File: config.mk
export PLATFORM = sky130hd
export DESIGN_NAME = dm_access_ctrl
export DESIGN_NICKNAME = d
export VERILOG_FILES = /design/src/rtl/dm_access_ctrl_pkg.sv /design/src/rtl/dm_access_ctrl_be_gen.sv /design/src/rtl/dm_access_ctrl.sv
export SDC_FILE = /design/constraint.sdc
export NUM_CORES = 1
export LEC_CHECK = 0
export ABC_CLOCK_PERIOD_IN_PS = 7900
export CORE_MARGIN = 4
export CORE_UTILIZATION = 40
export CTS_BUF_LIST = sky130_fd_sc_hd__clkbuf_16
export CTS_CLUSTER_DIAMETER = 60
export DETAILED_ROUTE_END_ITERATION = 7
export PLACE_DENSITY = 0.74
export SETUP_SLACK_MARGIN = 0.3
export SLEW_MARGIN = 20
export SYNTH_ARGS = -nofsm -noshare
export SYNTH_HDL_FRONTEND = slang
export SYNTH_SLANG_ARGS = --single-unit
File: constraint.sdc
create_clock -name clk -period 7.9 [get_ports clk]
set_input_delay 1.185 -clock clk [delete_from_list [all_inputs] [get_ports clk]]
set_output_delay 1.185 -clock clk [all_outputs]
set_load 0.01 [all_outputs]
File: src/rtl/dm_access_ctrl_pkg.sv
// Shared data-memory access constants and helpers.
// Type encodings are common with the load-data extender.
package dm_access_ctrl_pkg;

  localparam logic [2:0] DM_WORD   = 3'd0;
  localparam logic [2:0] DM_BYTE_S = 3'd1;
  localparam logic [2:0] DM_BYTE_U = 3'd2;
  localparam logic [2:0] DM_HALF_S = 3'd3;
  localparam logic [2:0] DM_HALF_U = 3'd4;

  function automatic logic is_byte(input logic [2:0] t);
    return (t == DM_BYTE_S) || (t == DM_BYTE_U);
  endfunction

  function automatic logic is_half(input logic [2:0] t);
    return (t == DM_HALF_S) || (t == DM_HALF_U);
  endfunction

  // Unknown encodings are treated as word accesses.
  function automatic logic is_aligned(input logic [2:0] t,
                                      input logic [1:0] a);
    logic ok;
    ok = 1'b1;
    if (is_half(t)) begin
      ok = (a[0] == 1'b0);
    end else if (!is_byte(t)) begin
      ok = (a == 2'b00);
    end
    return ok;
  endfunction

endpackage

File: src/rtl/dm_access_ctrl_be_gen.sv
// Byte-enable generation and store-lane steering.
module dm_be_gen
  import dm_access_ctrl_pkg::*;
(
  input  logic [2:0]  type_i,
  input  logic [1:0]  addr_low_i,
  input  logic [31:0] wdata_i,
  output logic [3:0]  be_o,
  output logic [31:0] wdata_o
);

  always_comb begin
    be_o    = 4'b1111;
    wdata_o = wdata_i;
    unique case (1'b1)
      is_byte(type_i): begin
        be_o    = 4'b0001 << addr_low_i;
        wdata_o = {4{wdata_i[7:0]}};
      end
      is_half(type_i): begin
        be_o    = addr_low_i[1] ? 4'b1100 : 4'b0011;
        wdata_o = {2{wdata_i[15:0]}};
      end
      default: begin
        be_o    = 4'b1111;
        wdata_o = wdata_i;
      end
    endcase
  end

endmodule

File: src/rtl/dm_access_ctrl.sv
// MEM-stage data-memory access controller: one bus
// transaction per load/store, with timeout and stall.
module dm_access_ctrl
  import dm_access_ctrl_pkg::*;
#(
  parameter int TIMEOUT_CYCLES = 255
) (
  input  logic        clk,
  input  logic        reset,
  input  logic        req_valid,
  input  logic        req_write,
  input  logic [2:0]  req_type,
  input  logic [31:0] req_addr,
  input  logic [31:0] req_wdata,
  output logic        stall,
  output logic        bus_req,
  output logic        bus_we,
  output logic [31:0] bus_addr,
  output logic [31:0] bus_wdata,
  output logic [3:0]  bus_be,
  input  logic        bus_ack,
  input  logic [31:0] bus_rdata,
  output logic        rd_valid,
  output logic [31:0] rd_data,
  output logic [2:0]  rd_type,
  output logic [1:0]  rd_addr_low,
  output logic        exc_adel,
  output logic        exc_ades,
  output logic        bus_err
);

  typedef enum logic [1:0] {
    S_IDLE,
    S_BUSY,
    S_DONE
  } state_t;

  localparam logic [7:0] TERM = 8'(TIMEOUT_CYCLES - 1);

  state_t      state_q;
  logic [7:0]  cnt_q;
  logic [2:0]  type_q;
  logic [1:0]  alow_q;
  logic        write_q;
  logic        bus_req_q;
  logic        bus_we_q;
  logic [31:0] bus_addr_q;
  logic [31:0] bus_wdata_q;
  logic [3:0]  bus_be_q;
  logic        rd_valid_q;
  logic [31:0] rd_data_q;
  logic [2:0]  rd_type_q;
  logic [1:0]  rd_alow_q;
  logic        bus_err_q;

  logic [3:0]  be_w;
  logic [31:0] wdata_w;
  logic        idle;
  logic        aligned;
  logic        accept;
  logic        misal;
  logic        term;

  dm_be_gen u_be_gen (
    .type_i     (req_type),
    .addr_low_i (req_addr[1:0]),
    .wdata_i    (req_wdata),
    .be_o       (be_w),
    .wdata_o    (wdata_w)
  );

  assign idle    = (state_q == S_IDLE);
  assign aligned = is_aligned(req_type, req_addr[1:0]);
  assign accept  = idle & req_valid & aligned;
  assign misal   = idle & req_valid & ~aligned;
  assign term    = (cnt_q == TERM);

  assign stall    = ~reset & (accept | (state_q == S_BUSY));
  assign exc_adel = ~reset & misal & ~req_write;
  assign exc_ades = ~reset & misal & req_write;

  always_ff @(posedge clk or posedge reset) begin
    if (reset) begin
      state_q     <= S_IDLE;
      cnt_q       <= '0;
      type_q      <= '0;
      alow_q      <= '0;
      write_q     <= 1'b0;
      bus_req_q   <= 1'b0;
      bus_we_q    <= 1'b0;
      bus_addr_q  <= '0;
      bus_wdata_q <= '0;
      bus_be_q    <= '0;
      rd_valid_q  <= 1'b0;
      rd_data_q   <= '0;
      rd_type_q   <= '0;
      rd_alow_q   <= '0;
      bus_err_q   <= 1'b0;
    end else begin
      rd_valid_q <= 1'b0;
      bus_err_q  <= 1'b0;
      unique case (state_q)
        S_IDLE: begin
          if (accept) begin
            state_q     <= S_BUSY;
            cnt_q       <= '0;
            type_q      <= req_type;
            alow_q      <= req_addr[1:0];
            write_q     <= req_write;
            bus_req_q   <= 1'b1;
            bus_we_q    <= req_write;
            bus_addr_q  <= {req_addr[31:2], 2'b00};
            bus_be_q    <= req_write ? be_w : 4'b1111;
            bus_wdata_q <= req_write ? wdata_w : 32'h0;
          end
        end
        S_BUSY: begin
          cnt_q <= cnt_q + 8'd1;
          // An ack on the terminal count still completes cleanly.
          if (bus_ack || term) begin
            state_q    <= S_DONE;
            bus_req_q  <= 1'b0;
            rd_valid_q <= ~write_q;
            bus_err_q  <= ~bus_ack;
            rd_type_q  <= type_q;
            rd_alow_q  <= alow_q;
            if (!write_q) begin
              rd_data_q <= bus_ack ? bus_rdata : 32'h0;
            end
          end
        end
        S_DONE: begin
          state_q <= S_IDLE;
        end
        default: begin
          state_q <= S_IDLE;
        end
      endcase
    end
  end

  assign bus_req     = bus_req_q;
  assign bus_we      = bus_we_q;
  assign bus_addr    = bus_addr_q;
  assign bus_wdata   = bus_wdata_q;
  assign bus_be      = bus_be_q;
  assign rd_valid    = rd_valid_q;
  assign rd_data     = rd_data_q;
  assign rd_type     = rd_type_q;
  assign rd_addr_low = rd_alow_q;
  assign bus_err     = bus_err_q;

endmodule

==> results of run 1 <==
[metrics by stage]
| stage | power [mW] | worst slack [ns] | util |
|---|---|---|---|
| finish | 2.67 | 2.91 | 0.616 |
| global route | 2.80 | 2.74 | 0.616 |
| CTS | 2.71 | 2.66 | 0.616 |
| detailed placement | 1.96 | 2.67 | 0.575 |
| global placement | 1.94 | 2.75 | 0.575 |
| floorplan | 1.41 | 3.47 | - |
[flip-flops by register name (all words and copies together) (netlist names), 3 cells and up]
| signal | cells |
|---|---|
| bus_wdata | 32 |
| bus_be | 4 |
| rd_type | 3 |
| bus_addr | 30 |
| cnt_q | 8 |
| rd_data | 32 |
| type_q | 3 |
[worst max-delay path, delay by kind of cell]
family                 cells  cell delay [ns]
buffers and inverters      2             1.58
AND/OR/NAND/NOR            2             0.69
AO/OA/AOI/OAI              2             0.34
[cell families (layout without fill, tap and decap cells)]
family                     count (synthesis)  count (layout)  share of synthesized area
DFF                                      122             122                      0.545
adders and majority gates                  2               2                    0.00446
and+or+nand+nor                           97              97                     0.0888
buffers and inverters                     37             250                     0.0440
xor gates and xnor gates                   6               6                     0.0107
muxes                                     70              70                      0.162
other                                      1               2                   0.000669
AOI/OAI and AO/OA                         96              96                      0.145
[cell usage after synthesis (all sizes together) (5+ instances only)]
library cell,n,share of area
o2bb2ai,15,0.023
o21ai,13,0.012
o211ai,6,0.0080
nor2b,12,0.013
clkbuf,15,0.010
a2bb2oi,8,0.017
nor2,15,0.010
mux2i,22,0.039
nand2,34,0.023
nor3,7,0.0062
nor4b,5,0.0078
buf,18,0.031
mux2,48,0.12
nand3,6,0.0054
a22o,40,0.063
dfrtp,122,0.54
[layer usage]
layer / global-route usage / up-vias / share of wire
met5: 0 / - / 0
met4: 0.0700 / 0 / 0.014
met3: 0.0677 / 16 / 0.079
met2: 0.297 / 179 / 0.48
met1: 0.232 / 2084 / 0.43
li1: - / 1983 / -
[where the power goes]
| part | total [mW] | switching (mW) | internal [mW] |
|---|---|---|---|
| clock network | 0.728 | 0.271 | 0.457 |
| logic | 0.960 | 0.353 | 0.607 |
| registers | 0.984 | 0.140 | 0.845 |
[final timing paths]
kind / endpoint / cells past startpoint
min reg2reg: bus_wdata[8]$_DFFE_PP0P_ / 1
min: bus_wdata[8]$_DFFE_PP0P_ / 1
max reg2reg: bus_wdata[22]$_DFFE_PP0P_ / 3
max in group asynchronous: bus_addr[20]$_DFFE_PP0P_ / 3
max: stall / 6
min in group asynchronous: bus_wdata[18]$_DFFE_PP0P_ / 2
[area by class of cell]
cell class | count | area, um^2
clock buffer | 17 | 425
multi-input combinational | 273 | 2320
inverter | 4 | 17.5
fill | 1075 | 5190
tap | 176 | 220
sequential | 122 | 3050
clock inverter | 13 | 130
timing repair buffer | 216 | 2150
[placed cells by master, fill, tap and decap left out, types with 12 or more instances in the layout]
cell and count:
dfrtp_1 122, mux2_4 39, nor2b_1 12, mux2i_1 22, nor2_1 15, clkbuf_16 17, clkdlybuf4s50_1 212, o2bb2ai_1 15
a22o_1 40, nand2_1 34, o21ai_0 13
==> flow_summary.yaml, run 1 <==
synth:
  synth_warnings: 0
  syn_inst: 431
  async_reset_ff_frac: 1.00
  seq_area_frac_synth: 0.545
  syn_avg_cell_area_um2: 13.0
  synth_flop_cell: "dfrtp_1"
  synth.distinct_cells: 50
  syn_area_um2: 5610
  ys_ff_latch: 122
  synth_edf_count: 0
place:
  placed_area_um2: 7760
  dp.cells: 791
  routabilityCongestion: 0.838
  place_hpwl_mm: 10.7
  port_buffers: 213
setup_path:
  endpoint_kind: "output pin"
  crit_type: "in -> out"
  cp-start-kind: "primary input"
  max_stage_delay_ns: 1.03
  r2r_start: "state_q[0]$_DFFE_PP0P_"
  crit_required_ns: 6.71
  crit_start: "req_type[2]"
  cp.arrival_ns: 3.80
  crit_slowest_cell: "clkdlybuf4s50_1"
  crit_fanout: 27
  path_cells: "clkdlybuf4s50_1 > or4b_4 > o311ai_4 > nand2_1 > a21oi_1 > clkdlybuf4s50_1"
  ff2ff_setup_slack_ns: 5.58
  critPathMostFrequentCell: "clkdlybuf4s50_1"
route:
  via_count: 4262
  drt_iter0_drc: 180
  drtPass1Iterations: 4
  totalWireLength_mm: 15.0
  drc: 0
  via_per_inst: 5.19
  drtAntennaViolNets: 0
  wl_per_cell_um: 18.2
clock_tree:
  cts_hold_buffers: 0
  post_cts_buffers: 0
  htreeDepth: 4
  cts_buffers: 17
  clkLatencyLatePin_ns: 0.41
  cts-root-buf: "clkbuf_16"
  clkTransAtPathRegs_ns: 0.06
  clock-sinks: 122
  cts-resized-gates: 0
  cts_tree: "built"
  cts_buffer_depth: 2
pwr:
  power_density_nw_per_um2: 321
  peakVddDrop_uv: 154
  cellLeakagePower_nw: 3.61
min_path:
  min-delay-start: "bus_wdata[8]$_DFFE_PP0P_"
  hp-class: "reg -> reg"
grt:
  grt_max_degree: 91
  grt_antenna_before_repair: 0
  grt_pass1_vias: 4604
  grt_util_all_layers: 0.186
  grt_pass1_wl_mm: 23.8
  grt.overflow.total: 0
layout:
  drive_gt1_frac: 0.144
  area_delta_synth_final_pct: 48.4
  stdcell_count: 821
  diodes: 0
  nets: 740
  finalInstanceArea_um2: 8320
run_status:
  status: "completed"
floorplanning:
  die-area_um2: 16000
  core-area_um2: 13500
  die_x_um: 126
  num_rows: 42
  ios: 216
  initial_utilization: 0.415
  die_y_um: 126
timing:
  period_minus_slack_ns: 4.99
  finalHoldViolations: 0
  setup_tns_ns: 0
  period_share: 0.631
  tightest_slew_ns: 0.925
  whs_ns: 0.489
  relSlewSlack: 0.383
  fin_worst_skew_ns: 0.0115
  report.final.setup_viol: 0
  max_freq_mhz: 200
  rsz0062_at_grt: "no"
  drv_slew: 0
job:
  maxCapViolations: 0
Note: power is estimated with default switching activity, not from simulation.
==> inputs of run 2 (changes only) <==
--- a/config.mk
+++ b/config.mk
@@ -5,13 +5,13 @@
 export SDC_FILE = /design/constraint.sdc
 export NUM_CORES = 1
 export LEC_CHECK = 0
-export ABC_CLOCK_PERIOD_IN_PS = 7900
+export ABC_CLOCK_PERIOD_IN_PS = 4100
 export CORE_MARGIN = 4
 export CORE_UTILIZATION = 40
 export CTS_BUF_LIST = sky130_fd_sc_hd__clkbuf_16
 export CTS_CLUSTER_DIAMETER = 60
 export DETAILED_ROUTE_END_ITERATION = 7
-export PLACE_DENSITY = 0.74
+export PLACE_DENSITY = 0.77
 export SETUP_SLACK_MARGIN = 0.3
 export SLEW_MARGIN = 20
 export SYNTH_ARGS = -nofsm -noshare
==> constraint.sdc (replaced) <==
create_clock -name clk -period 4.1 [get_ports clk]
set_input_delay 0.615 -clock clk [delete_from_list [all_inputs] [get_ports clk]]
set_output_delay 0.615 -clock clk [all_outputs]
set_load 0.01 [all_outputs]
==> run 2 against run 1 <==
Against the previous run: sequential share of layout area decreased by 0.54 points; utilization increased by 0.93 points; critical path type unchanged; register-to-register slack got worse by 4.0 ns; clock skew about the same; via count increased by 2.0%; die area unchanged.
==> flow_summary.yaml, run 2 (synthesis gave the netlist of run 1 again) <==
setup_path:
  path_cells: "clkdlybuf4s50_1 > or4b_4 > o311ai_4 > nand2_1 > a21oi_1 > clkdlybuf4s50_1"
  r2r_start: "cnt_q[0]$_DFFE_PP0P_"
  endpoint_kind: "output pin"
  crit_slowest_cell: "or4b_4"
  critPathMostFrequentCell: "clkdlybuf4s50_1"
  crit_type: "in -> out"
  crit_start: "req_type[0]"
  crit_fanout: 11
  max_stage_delay_ns: 0.62
  crit_required_ns: 3.48
  cp.arrival_ns: 2.87
  cp-start-kind: "primary input"
route:
  totalWireLength_mm: 15.3
  wl_per_cell_um: 18.4
  via_count: 4349
  drc: 0
  via_per_inst: 5.24
  drt_iter0_drc: 162
  drtPass1Iterations: 4
  drtAntennaViolNets: 0
pwr:
  p_comb_frac: 0.354
  peakVddDrop_uv: 296
  switching_share: 0.294
  power_density_nw_per_um2: 623
  cellLeakagePower_nw: 3.66
  clkPwrFrac: 0.285
  power.internal_mw: 3.71
  pwr-share-seq: 0.361
  power_mw: 5.26
  power.net_switching_mw: 1.55
clock_tree:
  clock-sinks: 122
  cts_buffer_depth: 2
  clkLatencyLatePin_ns: 0.41
  clkTransAtPathRegs_ns: 0.06
  cts_tree: "built"
  cts_hold_buffers: 0
  htreeDepth: 4
  cts-resized-gates: 0
  cts-root-buf: "clkbuf_16"
  post_cts_buffers: 0
  cts_buffers: 17
place:
  port_buffers: 213
  place_hpwl_mm: 10.9
  routabilityCongestion: 0.872
job:
  maxCapViolations: 0
timing:
  drv_slew: 0
  period_minus_slack_ns: 3.48
  rsz0062_at_grt: "no"
  relSlewSlack: 0.249
  max_freq_mhz: 287
  finalHoldViolations: 0
  tightest_slew_ns: 1.13
  setup_tns_ns: 0
  fin_worst_skew_ns: 0.0120
  period_share: 0.850
  report.final.setup_viol: 0
floorplanning:
  die-area_um2: 16000
  ios: 216
  initial_utilization: 0.415
  die_x_um: 126
  die_y_um: 126
  core-area_um2: 13500
  num_rows: 42
grt:
  grt_pass1_vias: 4643
  grt_pass1_wl_mm: 24.5
  grt_max_degree: 78
  grt_util_all_layers: 0.191
  grt.overflow.total: 0
  grt_antenna_before_repair: 0
layout:
  mostFrequentLayoutCell: "clkdlybuf4s50_1"
  diodes: 0
  final_cell_mix: "clkdlybuf4s50_1, dfrtp_1, a22o_1"
  fillers: 1034
  area_delta_synth_final_pct: 50.6
  drive_gt1_frac: 0.154
  nets: 747
run_status:
  status: "completed"
min_path:
  hp-class: "reg -> reg"
  min-delay-start: "bus_wdata[30]$_DFFE_PP0P_"
run 2: cell types whose count changed in the layout (fill, tap and decap cells not counted), moves of 2 or more:
cell        change
buf_12          +3
inv_8           +2
clkinv_2        -2
inv_6           +3
buf_4           +5
clkinvlp_4      +2
run 2: area by class of cell:
| class | count | area (um^2) | area share |
|---|---|---|---|
| clock buffers | 17 | 425 | 0.0504 |
| clock inverters | 15 | 164 | 0.0194 |
| inverters | 4 | 18.8 | 0.00222 |
| multi-input cells | 273 | 2320 | 0.274 |
| flip-flops and latches | 122 | 3050 | 0.362 |
| well taps | 176 | 220 | 0.0261 |
| repair buffers | 223 | 2240 | 0.266 |
run 2: critical path, delay by kind of cell:
family          cells  cell delay (ns)
compound gates      2             0.34
buf+inv             2             1.16
simple gates        2             0.75
run 2: final timing paths:
check / depth (start not counted) / end / slack [ns]
worst max-delay path: 6 / stall / 0.62
worst min-delay path: 1 / bus_wdata[30]$_DFFE_PP0P_ / 0.48
worst max register to register: 6 / rd_data[26]$_DFFE_PP0P_ / 1.60
worst min register to register: 1 / bus_wdata[30]$_DFFE_PP0P_ / 0.48
max in group asynchronous: 4 / state_q[0]$_DFFE_PP0P_ / 2.50
min in group asynchronous: 2 / bus_wdata[27]$_DFFE_PP0P_ / 0.65
run 2: metrics by stage:
stage	utilization	hold slack [ns]	setup WS (ns)	instances	cell area [um^2]
2_1_floorplan	-	0.474	1.38	432	5610
3_3_place_gp	0.580	0.473	0.665	797	7830
3_5_place_dp	0.580	0.473	0.642	797	7830
4_1_cts	0.624	0.492	0.629	829	8420
5_1_grt	0.625	0.516	0.467	830	8440
6_report	0.625	0.485	0.616	830	8440
run 2: power groups by stage:
stage / combinational (mW) / sequential, mW / clock, mW
2_1_floorplan: 0.669 / 2.05 / 0
3_3_place_gp: 1.84 / 1.89 / 0
3_5_place_dp: 1.88 / 1.90 / 0
4_1_cts: 1.89 / 1.90 / 1.54
5_1_grt: 1.98 / 1.95 / 1.60
6_report: 1.86 / 1.90 / 1.50
run 2: per-layer routing:
metal / global-route usage / routed length, um / part of all wire
met2: 0.303 / 7200 / 0.47
met1: 0.245 / 6490 / 0.42
met5: 0 / 0 / 0
met4: 0.0637 / 346 / 0.023
met3: 0.0694 / 1270 / 0.083
==> RTL change: new RTL, settings of run 2 <==
Put one more register stage on the output `bus_err`, cleared by the reset. The value now appears one clock later. The other outputs are not delayed to match.
--- a/src/rtl/dm_access_ctrl.sv
+++ b/src/rtl/dm_access_ctrl.sv
@@ -149,5 +149,11 @@
   assign rd_type     = rd_type_q;
   assign rd_addr_low = rd_alow_q;
-  assign bus_err     = bus_err_q;
+  always_ff @(posedge clk or posedge reset) begin
+    if (reset) begin
+      bus_err <= '0;
+    end else begin
+      bus_err <= bus_err_q;
+    end
+  end
 
 endmodule
Check against the original RTL: no difference found for any inputs over 4 cycles, from zero or initial values and one cycle with reset high; that may be too few to reach the edited logic, so the function may still have changed.
==> RTL change against run 2 <==
- total power increased by 1.4%
- utilization decreased by 0.88 points
- setup slack got worse by 53 ps
- sequential cell count increased by 1
- design area increased by 0.93%
- wire length decreased by 0.18%
- synthesized area increased by 0.45%
- count of clock-buffer cells in the layout unchanged
- highest routed layer unchanged
==> RTL change: results (changes against run 2) <==
status: completed
hpwl dp: 10750 um (-1.3%)
worst vdd rail ir drop: 0.0003316 V (+12%)
number of global-route vias before repair: 4593 (-1.1%)
WL/cell: 18.25 um (-1.0%)
Netlist cell types: 50 (unchanged)
metal1 wirelength: 6717 um (+3.5%)
number of DRC markers in iteration 0: 168 (+3.7%)
CTS clk-pin slew, worst paths: 60 ps (about the same)
Num CTS Buffers: 17 (unchanged)
worst path arrival time: 2920 ps (+50 ps)
Placement Cell Area: 7879 um^2 (+0.58%)
Async S/R FF share, synth: 100.0% (unchanged)
top cells by area, synth: dfrtp_1 (55%), mux2_4 (10%), a22o_1 (6.2%), mux2i_1 (3.9%), o2bb2ai_1 (2.3%)
worst hold path type: register to register
# resized after CTS: 0 (unchanged)
routed wl met3: 1284 um (+0.94%)
largest net degree at the start of global routing: 62 (-21%)
via/cell ratio: 5.190 (-0.95%)
Most used DFF post-synth: dfrtp_1
dpl cells: 804 (+0.88%)
top cells by count, synth: dfrtp_1 (123), a22o_1 (40), mux2_4 (39), nand2_1 (34), mux2i_1 (22)
CTS H-tree depth: 4 (unchanged)
layout net count: 750 (+0.40%)
clock skew: 8.106 ps (-3.898 ps)
uppermost routed layer: met4
sequential area share after synthesis: 54.67% (+0.20 points)
RePlAce Congestion: 0.8155 (-6.5%)
global-route wire length before repair: 24380 um (-0.34%)
synth warn: 0 (unchanged)
Antenna Diode Count: 0 (unchanged)
CTS root buffer: clkbuf_16
crit path max fanout: 9 (-2)
Pre-antenna DRT Iters: 4 (unchanged)
layout cell share with drive strength beyond 1: 15.68% (+0.23 points)
Buffers on Ports: 213 (unchanged)
Non-Filler Instances: 837 (+0.84%)
Rel. slew slack: 24.81% (-0.11 points)
Fillers: 1084 (+4.8%)
Worst path max stage delay: 610 ps
leak pwr: 3.695 nW (+1.1%)
switching share of power: 28.16% (-1.3 points)
Detail Route met2 WL: 6941 um (-3.5%)
Synth Instances: 432 (+0.23%)
worst slack at placement: 556.7 ps (-85.60 ps)
Worst-Skew Late Latency: 410 ps (about the same)
slowest library cell on the worst path: or4b_4
initial antenna violation count: 0 (unchanged)
all-layer global routing usage: 19.11% (-0.041 points)
Post CTS Setup Buffer Count: 0 (unchanged)
[RTL change: layout make-up]
class                      instances  area (um^2)  share of cell area (%)
sequential                       123         3078                   36.12
multi-input combinational        273         2317                   27.19
timing repair buffer             225         2260                   26.52
clock buffer                      17        425.4                   4.992
tap                              180        225.2                   2.643
clock inverter                    15        197.7                   2.320
inverter                           4        18.77                  0.2202
[RTL change: power groups by stage]
stage	Clock (W)	Combinational, W	Sequential (W)
2_1_floorplan	0	0.000669	0.00206
3_3_place_gp	0	0.00185	0.00190
3_5_place_dp	0	0.00188	0.00190
4_1_cts	0.00162	0.00189	0.00190
5_1_grt	0.00167	0.00198	0.00195
6_report	0.00158	0.00186	0.00189
[RTL change: path summary, 6_finish.rpt]
| kind | cells past startpoint | slack, ps | from | endpoint |
|---|---|---|---|---|
| max | 6 | 560 | req_addr[0] | stall |
| min | 0 | 350 | bus_err_q | bus_err |
| max reg2reg | 6 | 1580 | cnt_q[0] | rd_data[6] |
| min reg2reg | 0 | 350 | bus_err_q | bus_err |
| max in group asynchronous | 3 | 2690 | reset | bus_we |
| min in group asynchronous | 2 | 720 | reset | type_q[2] |
[RTL change: kinds of logic after synthesis]
kind of cell             synth area share, %
multiplexers                           16.11
XOR/XNOR                               1.067
AND/OR/NAND/NOR                        8.845
AO/OA/AOI/OAI                          14.42
adder cells (fa/ha/maj)               0.4444
flip-flops                             54.67
buffers and inverters                  4.378
other                                0.06660
[RTL change: through the flow]
step | power, W | utilization [%]
after floorplan | 0.002729 | -
after global placement | 0.003747 | 56.98
after detailed placement | 0.003786 | 56.98
after CTS | 0.005407 | 61.49
after global routing | 0.005604 | 61.63
final | 0.005339 | 61.63
[RTL change: layer usage]
layer | global-route usage [%] | vias to the layer above
met5 | 0 | -
met4 | 6.877 | 0
met3 | 8.084 | 28
met2 | 28.46 | 182
met1 | 25.03 | 2120
li1 | - | 2014
